$ cat config.mk
export PLATFORM = sky130hd
export DESIGN_NAME = tx_rr_arbiter_flat
export DESIGN_NICKNAME = d
export VERILOG_FILES = /design/src/rtl/tx_arb_pkg.sv /design/src/rtl/tx_rr_arbiter_if.sv /design/src/rtl/rr_pick.sv /design/src/rtl/tx_rr_arbiter.sv /design/src/flat_wrapper.sv
export SDC_FILE = /design/constraint.sdc
export NUM_CORES = 1
export LEC_CHECK = 0
export CAP_MARGIN = 40
export CORE_ASPECT_RATIO = 1.75
export CORE_UTILIZATION = 41
export DETAILED_ROUTE_END_ITERATION = 16
export GPL_TIMING_DRIVEN = 0
export PLACE_DENSITY = 0.74
export SYNTH_ARGS = -nofsm -noshare
export SYNTH_HDL_FRONTEND = slang
export SYNTH_HIERARCHICAL = 1
export SYNTH_SLANG_ARGS = --single-unit
$ cat constraint.sdc
create_clock -name clk -period 2.4 [get_ports clk]
set_input_delay 0.24 -clock clk [delete_from_list [all_inputs] [get_ports clk]]
set_output_delay 0.24 -clock clk [all_outputs]
set_load 0.01 [all_outputs]
$ cat src/rtl/tx_arb_pkg.sv
// Shared types and sizing helpers for the tx_rr_arbiter slice.
// The default N/M/BURST constants are also used by the surrounding tx_rx subsystem.
package tx_arb_pkg;

  localparam int DEF_N     = 4;
  localparam int DEF_M     = 4;
  localparam int DEF_BURST = 2;

  typedef enum logic {
    ARB_IDLE,
    ARB_OWN
  } arb_state_e;

  function automatic int idx_w(input int m);
    return (m > 1) ? $clog2(m) : 1;
  endfunction

  function automatic int cnt_w(input int burst);
    return $clog2(burst + 1);
  endfunction

  localparam int DEF_IDX_W = idx_w(DEF_M);
  localparam int DEF_CNT_W = cnt_w(DEF_BURST);

endpackage

$ cat src/rtl/tx_rr_arbiter_if.sv
// Producer/consumer bundle around the arbiter: M valid/ready producers in, one registered beat out.
interface tx_rr_arbiter_if
  import tx_arb_pkg::*;
#(
  parameter int N = DEF_N,
  parameter int M = DEF_M
);
  localparam int IW = idx_w(M);

  logic [M-1:0]   valid_i;
  logic [M*N-1:0] data_i;
  logic [M-1:0]   ready_o;
  logic           valid_o;
  logic [N-1:0]   data_o;
  logic [IW-1:0]  src_o;
  logic           ready_i;
  logic [M-1:0]   grant_o;

  modport slave (
    input  valid_i, data_i, ready_i,
    output ready_o, valid_o, data_o, src_o, grant_o
  );

  modport master (
    output valid_i, data_i, ready_i,
    input  ready_o, valid_o, data_o, src_o, grant_o
  );

endinterface

$ cat src/rtl/rr_pick.sv
// Rotate-priority encoder: first set bit of req searching ptr, ptr+1, ... wrapping at M.
// Purely combinational so any scheduler can reuse it.
module rr_pick
  import tx_arb_pkg::*;
#(
  parameter  int M  = DEF_M,
  localparam int IW = idx_w(M)
) (
  input  logic [M-1:0]  req,
  input  logic [IW-1:0] ptr,
  output logic          found,
  output logic [IW-1:0] idx
);

  // NOTE: every output gets a default before the loop so no latch is inferred.
  always_comb begin
    found = 1'b0;
    idx   = '0;
    for (int k = 0; k < M; k++) begin
      if (!found && req[(int'(ptr) + k) % M]) begin
        found = 1'b1;
        idx   = IW'((int'(ptr) + k) % M);
      end
    end
  end

endmodule

$ cat src/rtl/tx_rr_arbiter.sv
// Round-robin arbiter with bounded bursts feeding a single registered output slot.
// An owner keeps the grant for up to BURST beats, then the search restarts after it.
module tx_rr_arbiter
  import tx_arb_pkg::*;
#(
  parameter int N     = DEF_N,
  parameter int M     = DEF_M,
  parameter int BURST = DEF_BURST
) (
  input logic           clk,
  input logic           rst,
  tx_rr_arbiter_if.slave bus
);

  localparam int IW = idx_w(M);
  localparam int CW = cnt_w(BURST);
  localparam logic [IW-1:0] LAST_IDX = IW'(M - 1);
  localparam logic [CW-1:0] BURST_C  = CW'(BURST);

  arb_state_e    state, state_n;
  logic [IW-1:0] owner, owner_n;
  logic [IW-1:0] ptr, ptr_n;
  logic [CW-1:0] beat_cnt, beat_cnt_n;
  logic [M-1:0]  grant_n;

  logic          load_en;
  logic          owner_keeps;
  logic [IW-1:0] pick_ptr;
  logic          pick_found;
  logic [IW-1:0] pick_idx;
  logic          win_found;
  logic [IW-1:0] win;

  function automatic logic [IW-1:0] next_idx(input logic [IW-1:0] i);
    return (i == LAST_IDX) ? '0 : i + 1'b1;
  endfunction

  // Searching from owner+1 while owning lets a releasing owner's successor win in the same cycle.
  always_comb begin
    load_en     = !bus.valid_o || bus.ready_i;
    owner_keeps = (state == ARB_OWN) && bus.valid_i[owner] && (beat_cnt < BURST_C);
    pick_ptr    = (state == ARB_OWN) ? next_idx(owner) : ptr;
    win_found   = owner_keeps || pick_found;
    win         = owner_keeps ? owner : pick_idx;
  end

  rr_pick #(.M(M)) u_pick (
    .req   (bus.valid_i),
    .ptr   (pick_ptr),
    .found (pick_found),
    .idx   (pick_idx)
  );

  always_comb begin
    bus.ready_o = '0;
    if (!rst && load_en && win_found) bus.ready_o[win] = 1'b1;
  end

  always_comb begin
    state_n    = state;
    owner_n    = owner;
    ptr_n      = ptr;
    beat_cnt_n = beat_cnt;
    if (load_en) begin
      unique case (state)
        ARB_IDLE: begin
          if (win_found) begin
            state_n    = ARB_OWN;
            owner_n    = win;
            beat_cnt_n = CW'(1);
          end
        end
        ARB_OWN: begin
          if (owner_keeps) begin
            beat_cnt_n = beat_cnt + 1'b1;
          end else begin
            ptr_n = next_idx(owner);
            if (win_found) begin
              owner_n    = win;
              beat_cnt_n = CW'(1);
            end else begin
              state_n    = ARB_IDLE;
              beat_cnt_n = '0;
            end
          end
        end
        default: state_n = ARB_IDLE;
      endcase
    end
    grant_n = '0;
    if (state_n == ARB_OWN) grant_n[owner_n] = 1'b1;
  end

  // NOTE: sequential state uses non-blocking assignments so every register samples pre-edge values.
  always_ff @(posedge clk or posedge rst) begin
    if (rst) begin
      state       <= ARB_IDLE;
      owner       <= '0;
      ptr         <= '0;
      beat_cnt    <= '0;
      bus.grant_o <= '0;
      bus.valid_o <= 1'b0;
      bus.data_o  <= '0;
      bus.src_o   <= '0;
    end else begin
      state       <= state_n;
      owner       <= owner_n;
      ptr         <= ptr_n;
      beat_cnt    <= beat_cnt_n;
      bus.grant_o <= grant_n;
      if (load_en) begin
        bus.valid_o <= win_found;
        if (win_found) begin
          bus.data_o <= bus.data_i[win*N +: N];
          bus.src_o  <= win;
        end
      end
    end
  end

endmodule

$ cat src/flat_wrapper.sv
// flat-port wrapper written by rule: the top's interface ports become plain ports
module tx_rr_arbiter_flat import tx_arb_pkg::*;
#(
  parameter int N     = DEF_N,
  parameter int M     = DEF_M,
  parameter int BURST = DEF_BURST
)
  (clk, rst, bus_valid_i, bus_data_i, bus_ready_i, bus_ready_o, bus_valid_o, bus_data_o, bus_src_o, bus_grant_o);
  tx_rr_arbiter_if #(.N(N), .M(M)) bus_i ();
  input logic clk;
  input logic rst;
  input wire logic [$bits(bus_i.valid_i)-1:0] bus_valid_i;
  input wire logic [$bits(bus_i.data_i)-1:0] bus_data_i;
  input wire logic [$bits(bus_i.ready_i)-1:0] bus_ready_i;
  output wire logic [$bits(bus_i.ready_o)-1:0] bus_ready_o;
  output wire logic [$bits(bus_i.valid_o)-1:0] bus_valid_o;
  output wire logic [$bits(bus_i.data_o)-1:0] bus_data_o;
  output wire logic [$bits(bus_i.src_o)-1:0] bus_src_o;
  output wire logic [$bits(bus_i.grant_o)-1:0] bus_grant_o;
  assign bus_i.valid_i = bus_valid_i;
  assign bus_i.data_i = bus_data_i;
  assign bus_i.ready_i = bus_ready_i;
  assign bus_ready_o = bus_i.ready_o;
  assign bus_valid_o = bus_i.valid_o;
  assign bus_data_o = bus_i.data_o;
  assign bus_src_o = bus_i.src_o;
  assign bus_grant_o = bus_i.grant_o;
  tx_rr_arbiter #(.N(N), .M(M), .BURST(BURST)) u_core (.clk(clk), .rst(rst), .bus(bus_i));
endmodule
### Word-level counts from Yosys, hierarchy flattened

Cells that the tools add are included.
W data, S select, Z words.

| cells by class | value |
|---|---|
| reduce and logical (&&, ||, !) cells | 22 |
| equality and inequality tests | 2 |
| shift-type cells | 1 |
| bitwise operators | 5 |
| muxes and demuxes | 42 |
| add/sub/neg operators | 5 |
| order comparisons | 10 |

Operators with widths:

| kind | number |
|---|---|
| $mux W2 | 12 |
| $mux W1 | 18 |
| $shiftx A16 B5 Y4 | 1 |
| $lt A2 B3 Y1 const B | 4 |
| $lt A3 B4 Y1 const B | 3 |
| $bmux W1 S2 | 5 |
| $logic_and A1 B1 Y1 | 9 |
| $mux W4 | 2 |
| $pmux W2 S2 | 2 |
| $add A2 B1 Y2 const B | 3 |
| $reduce_or A2 Y1 | 3 |
| $logic_not A1 Y1 | 5 |
| $add A2 B2 Y2 const B | 2 |
| $demux W1 S2 | 2 |
| $ge A2 B1 Y1 const B | 2 |
| $reduce_and A2 Y1 | 2 |
| $and A1 B1 Y1 const A | 3 |
| $reduce_and A3 Y1 | 1 |
| $eq A2 B2 Y1 const B | 1 |
| $logic_or A1 B1 Y1 | 2 |
| $lt A2 B2 Y1 const B | 1 |
| $ne A2 B1 Y1 const B | 1 |
| $not A1 Y1 | 2 |
| $pmux W1 S2 | 1 |

| word-level totals | value |
|---|---|
| flip-flop bits (word level) | 18 |
| logic and storage cells | 95 |
| bits of input ports | 23 |

### Longest topological paths before layout

| logic depth | value |
|---|---|
| word-level depth | 27 |
| mapped depth | 10 |

### Hierarchy

The synthesis kept the hierarchy.

Modules (own cells, without submodules):

| module | area each (um^2) | cells an instance | times used |
|---|---|---|---|
| tx_rr_arbiter | 1,096.1 | 111 | 1 |
| rr_pick | 77.6 | 15 | 1 |

### Worst setup path after synthesis

Ideal clock, no wire load.

| timing path | value |
|---|---|
| path type | register to output |
| start | register u_core.owner[0] |
| end | output port bus_ready_o[1] |
| cell stages (with the launch flop) | 8 |
| arrival time | 2.294 ns |
| setup slack | -0.134 ns |
| data required time | 2.160 ns |
| path through | dfrtp_1 ha_1 mux2_2 a221o_1 a21oi_1 inv_1 o211a_1 nor4_1 |

| between the ends | value |
|---|---|
| cells in the longest elaborated chain, start to end | 21 |
| elaborated cells between the ends (all ways) | 45 |
| classes of those cells | 4 x add/sub; 2 x order compare; 1 x eq/ne; 27 x mux; 11 x reduce/logical |

RTL lines:

| what | RTL line | RTL |
|---|---|---|
| from (decl) | tx_rr_arbiter.sv:21 | `logic [IW-1:0] owner, owner_n;` |
| from (signal assigned) | tx_rr_arbiter.sv:107 | `owner <= owner_n;` |
| $add A2 B1 Y2 / $eq A2 B2 Y1 (equally long branches) | tx_rr_arbiter.sv:35 | `return (i == LAST_IDX) ? '0 : i + 1'b1;` |
| $mux W2 (*) | tx_rr_arbiter.sv:35 |  |
| $mux W2 (*) | tx_rr_arbiter.sv:42 | `pick_ptr = (state == ARB_OWN) ? next_idx(owner) : ptr;` |
| net u_core.pick_ptr[1] | tx_rr_arbiter.sv:28 | `logic [IW-1:0] pick_ptr;` |
| $add A2 B1 Y2 / $bmux W1 S2 (equally long branches) | rr_pick.sv:20 | `if (!found && req[(int'(ptr) + k) % M]) begin` |
| $bmux W1 S2 / $mux W1 (equally long branches) | rr_pick.sv:20 |  |
| $mux W1 (implied by the code) | rr_pick.sv:20 |  |
| $mux W1 (implied by the code) / $logic_not A1 Y1 (equally long branches) | rr_pick.sv:20 |  |
| [7 not listed] | n/a |  |
| $mux W2 (*) | rr_pick.sv:20 |  |
| net u_core.pick_idx[0] | tx_rr_arbiter.sv:30 | `logic [IW-1:0] pick_idx;` |
| $mux W2 (*) | tx_rr_arbiter.sv:44 | `win = owner_keeps ? owner : pick_idx;` |
| $lt A2 B3 Y1 (implied by the code) / $ge A2 B1 Y1 (equally long branches) | tx_rr_arbiter.sv:56 | `if (!rst && load_en && win_found) bus.ready_o[win] = 1'b1;` |
| $logic_and A1 B1 Y1 (implied by the code) | tx_rr_arbiter.sv:56 |  |
| $mux W1 (implied by the code) | tx_rr_arbiter.sv:56 |  |
| $demux W1 S2 (*) | n/a |  |
| $mux W4 (*) | tx_rr_arbiter.sv:56 |  |
| to (decl) | flat_wrapper.sv:15 | `output wire logic [$bits(bus_i.ready_o)-1:0] bus_ready_o;` |

Mark *: on every way through the listed nets, which the timed path passes. The rest lies on a longest branch. The select of a mux whose other input is x is not followed.

### Worst setup path after layout

| timing path | value |
|---|---|
| start | register u_core.owner[1] |
| end | output port bus_ready_o[3] |

Same word-level chain as after synthesis.

==> results <==
- The run finished, with violations left.
- The checks that failed: setup timing.
- In the final timing run, aggregate negative setup slack is -1.57 ns.
- The violation count after the first detailed-routing iteration is 43.
- The global-route usage over all layers is 0.241.
- The arrival time at the worst endpoint is 2.40 ns.
- The worst setup path is launched from a register.
- Entering global routing, the biggest net connects 19 pins.
- The tightest min-delay check is of the reg2reg type.
- Summing every instance area after synthesis gives 1170 sq um.
- The data required time of the worst path is 2.16 ns.
- The count of fill cells added during filler insertion is 218.
- The final net count is 212.
- The repair_antennas step left the layout with diodes totalling 0.
- The worst-margin pin slew is 0.691 ns.
- The sequential cell area is 450 sq um.
- The largest total area in the synthesized netlist belongs to dfrtp_1.
- Compared with the post-synthesis result, the final layout area differs by 61.8%.
- The floorplan step set the die width to 42.4 um.
- The number of levels the H-tree was split into is 1.
- Once detail routing completed, the nets flagged for antenna violations numbered 0.
- The final period utilization is 1.10.
- The number of hold violations in the final report was 0.
- Dividing total power by cell area gives a power density of 1370 nW/um^2.
- Subtracting the final worst setup slack from the clock period gives 2.64 ns.
- The TritonCTS clock tree is done.
- The tree built by TritonCTS fans out to 18 sinks.
- Summed over all layers, the routed wires come to 3500 um.
- Pin placement for this block handled 38 I/O pins.
- The final count of pins violating max slew is 0.
- For this design the static power due to leakage is 0.000791 uW.
- Counting along the longest clock path gives a buffer depth of 2.
- The post-synthesis net count is 150.
- The number of port buffers is 37.
- The number of DRC violations after detailed routing is 0.
- For this run, the detailed router's first-pass iteration total came to 4.
- The total overflow left after global routing is 0.
- By area the synthesized netlist is led by dfrtp_1 38%, a211oi_1 5.1%, a21boi_0 5.1%, mux2_2 4.8%, nand2_1 3.5%.
- The total placed instance area is 1620 sq um.
- The headroom to the max-slew limit is 0.539.
- The clock root buffer master is clkbuf_8.
- The top cell types in the final layout, fill and taps aside, are 33 x clkdlybuf4s50_1, 21 x buf_4, 18 x dfrtp_1.
- The die is 72.8 um tall.
- Yosys printed 6 warnings.
- The unique cell type count in the Yosys netlist is 38.
- The total via count after detailed routing is 1,283.
- The worst setup path is of the reg2out kind.
- Between clock sinks in the finished design, the worst skew comes to 0.00521 ns.
- VDD sags by at most 1080 uV.
- The number of core rows is 25.
- The floorplan step defined a die boundary enclosing 3090 sq um.
- The final design instance area without fill is 1900 sq um.
- At the later pin of the worst-skew pair, clock insertion delay measures 0.25 ns.
- Of all nets on the critical path, the largest fanout is 4.
- The number of setup violations in the final report is 11.
- The number of global-route vias before repair came to 1,359.
- After clock tree synthesis, the clock-pin slew on the worst setup and hold paths is 0.07 ns.
- The first global-routing pass estimated 5730 um of wire.
- The synthesized flop and latch total is 18.
- The number of maximum-capacitance violations is 0.
- The routed length per instance is 16.4 um.
- Routability-driven placement finished with a final weighted congestion of 0.809.
- The number of buffers added by the clock tree synthesis step is 3.
- The most common library cell in the layout ignoring fill and taps is clkdlybuf4s50_1.
- The share of the Yosys chip area taken by registers is 0.384.
- The fmax is 379 MHz.
- The region available for standard cell placement spans 2720 sq um.
- The count of mapped cells out of synthesis is 126.
- Dividing the synthesized area by the synthesized cell count gives 9.31 sq um.
- The area share of the largest cell type after synthesis is 0.384.
- Setup repair after global routing could not meet its margin everywhere.
- Of the cells placed in the final design, the portion with a size suffix greater than 1 is 0.333.
- The number of antenna violations at the first check in global routing is 0.
- The wire-length estimate of the detail-placed layout is 2360 um.
- The least setup slack across all paths after layout is -0.237 ns.
- The initial core utilization is 0.431.
- In the final layout, the multi-input gates occupy 767 sq um.
- The type of element capturing the critical path is an output pin.
- The number of vias per cell after detailed routing is 6.02.
-- per-stage QoR --
step | setup WS (ns) | util | total power [uW] | hold slack [ns] | std cells
after floorplan | 0.00500 | - | 1390 | 0.179 | 126
after global placement | -0.697 | 0.594 | 1780 | 0.463 | 190
after detailed placement | -0.741 | 0.594 | 1810 | 0.476 | 190
after CTS | -0.241 | 0.677 | 2450 | 0.490 | 210
after global routing | -0.315 | 0.698 | 2760 | 0.532 | 213
final | -0.237 | 0.698 | 2600 | 0.487 | 213
-- sequential cells by signal (all words and copies together), names as in the netlist --
| signal | count |
|---|---|
| u_core/state | 1 |
| u_core/owner | 2 |
| u_core/bus.grant_o | 4 |
| u_core/beat_cnt | 2 |
| u_core/ptr | 2 |
| u_core/bus.src_o | 2 |
| u_core/bus.valid_o | 1 |
| u_core/bus.data_o | 4 |
-- area by class of cell --
cell class / instances / share of cell area
Buffer: 8 / 0.0343
Clock buffer: 3 / 0.0217
Inverter: 9 / 0.0178
Multi-Input combinational cell: 91 / 0.404
Sequential cell: 18 / 0.237
Tap cell: 27 / 0.0178
Timing Repair Buffer: 57 / 0.267
-- logic make-up (layout without fill, tap and decap cells) --
family,count (synthesis),in the layout,synth area share
AO/OA/AOI/OAI,49,49,0.317
adder cells (fa/ha/maj),1,1,0.0107
buffers and inverters,17,77,0.0789
flip-flops,18,18,0.384
multiplexers,6,6,0.0565
AND/OR/NAND/NOR,35,35,0.154
-- final timing paths --
check	endpoint	startpoint	slack [ns]	cells after the start
hold reg to reg	u_core/bus.src_o[1]	u_core/bus.src_o[1]	0.49	2
hold / removal	u_core/bus.src_o[1]	u_core/bus.src_o[1]	0.49	2
setup reg to reg	u_core/bus.grant_o[3]	u_core/owner[1]	-0.15	11
min in group asynchronous	u_core/bus.src_o[0]	rst	0.62	2
max in group asynchronous	u_core/bus.grant_o[2]	rst	1.33	2
setup / recovery	bus_ready_o[3]	u_core/owner[1]	-0.24	8
-- synth_stat cells --
cell type,instances
ha_1,1
mux2i_1,1
o21a_1,1
a221o_1,1
a31oi_1,1
o31ai_1,5
nand4b_1,1
and3_1,1
a32o_1,1
nor3_1,1
nand2b_1,5
a21boi_0,8
nand4_1,2
nor2b_1,3
a21oi_1,5
buf_2,2
o31ai_4,1
o211a_1,1
mux2_2,5
a21o_1,1
o21ai_0,8
o32ai_1,4
inv_2,1
nor4_1,4
or3_1,1
o2111ai_1,1
nand3_1,2
nand2_1,11
a211oi_1,8
clkbuf_1,2
a21oi_4,1
buf_4,1
dfrtp_1,18
o221ai_1,1
o211ai_1,1
buf_6,3
nor2_1,4
inv_1,8
-- power by group --
group          internal [uW]  leakage, uW  switching (uW)
Sequential               434     0.000216            76.0
Clock                    111    0.0000216            93.0
Combinational            956     0.000553             925
Total                   1500     0.000791            1090
-- what timing repair did --
action,CTS,global route
setup buffers,17,3
resized for setup,39,10
setup endpoints to repair,8,12
pin swaps,15,1
hold buffers,0,0
endpoints found under the hold margin,0,0
-- worst max-delay path, stage by stage (launching register included) --
cell     delay, ns
dfrtp_1       0.43
ha_4          0.26
mux2_4        0.29
a221o_1       0.29
a21oi_2       0.24
inv_2         0.09
o211a_4       0.27
nor4_4        0.12
buf_2         0.16
-- per-layer routing --
layer	wire length, um	share of wire	vias up	track usage
li1	-	-	593	-
met1	1210	0.35	619	0.224
met2	1940	0.55	52	0.460
met3	146	0.042	19	0.0248
met4	197	0.056	0	0.181
met5	0	0	-	0
(Power assumes the default switching activity.)
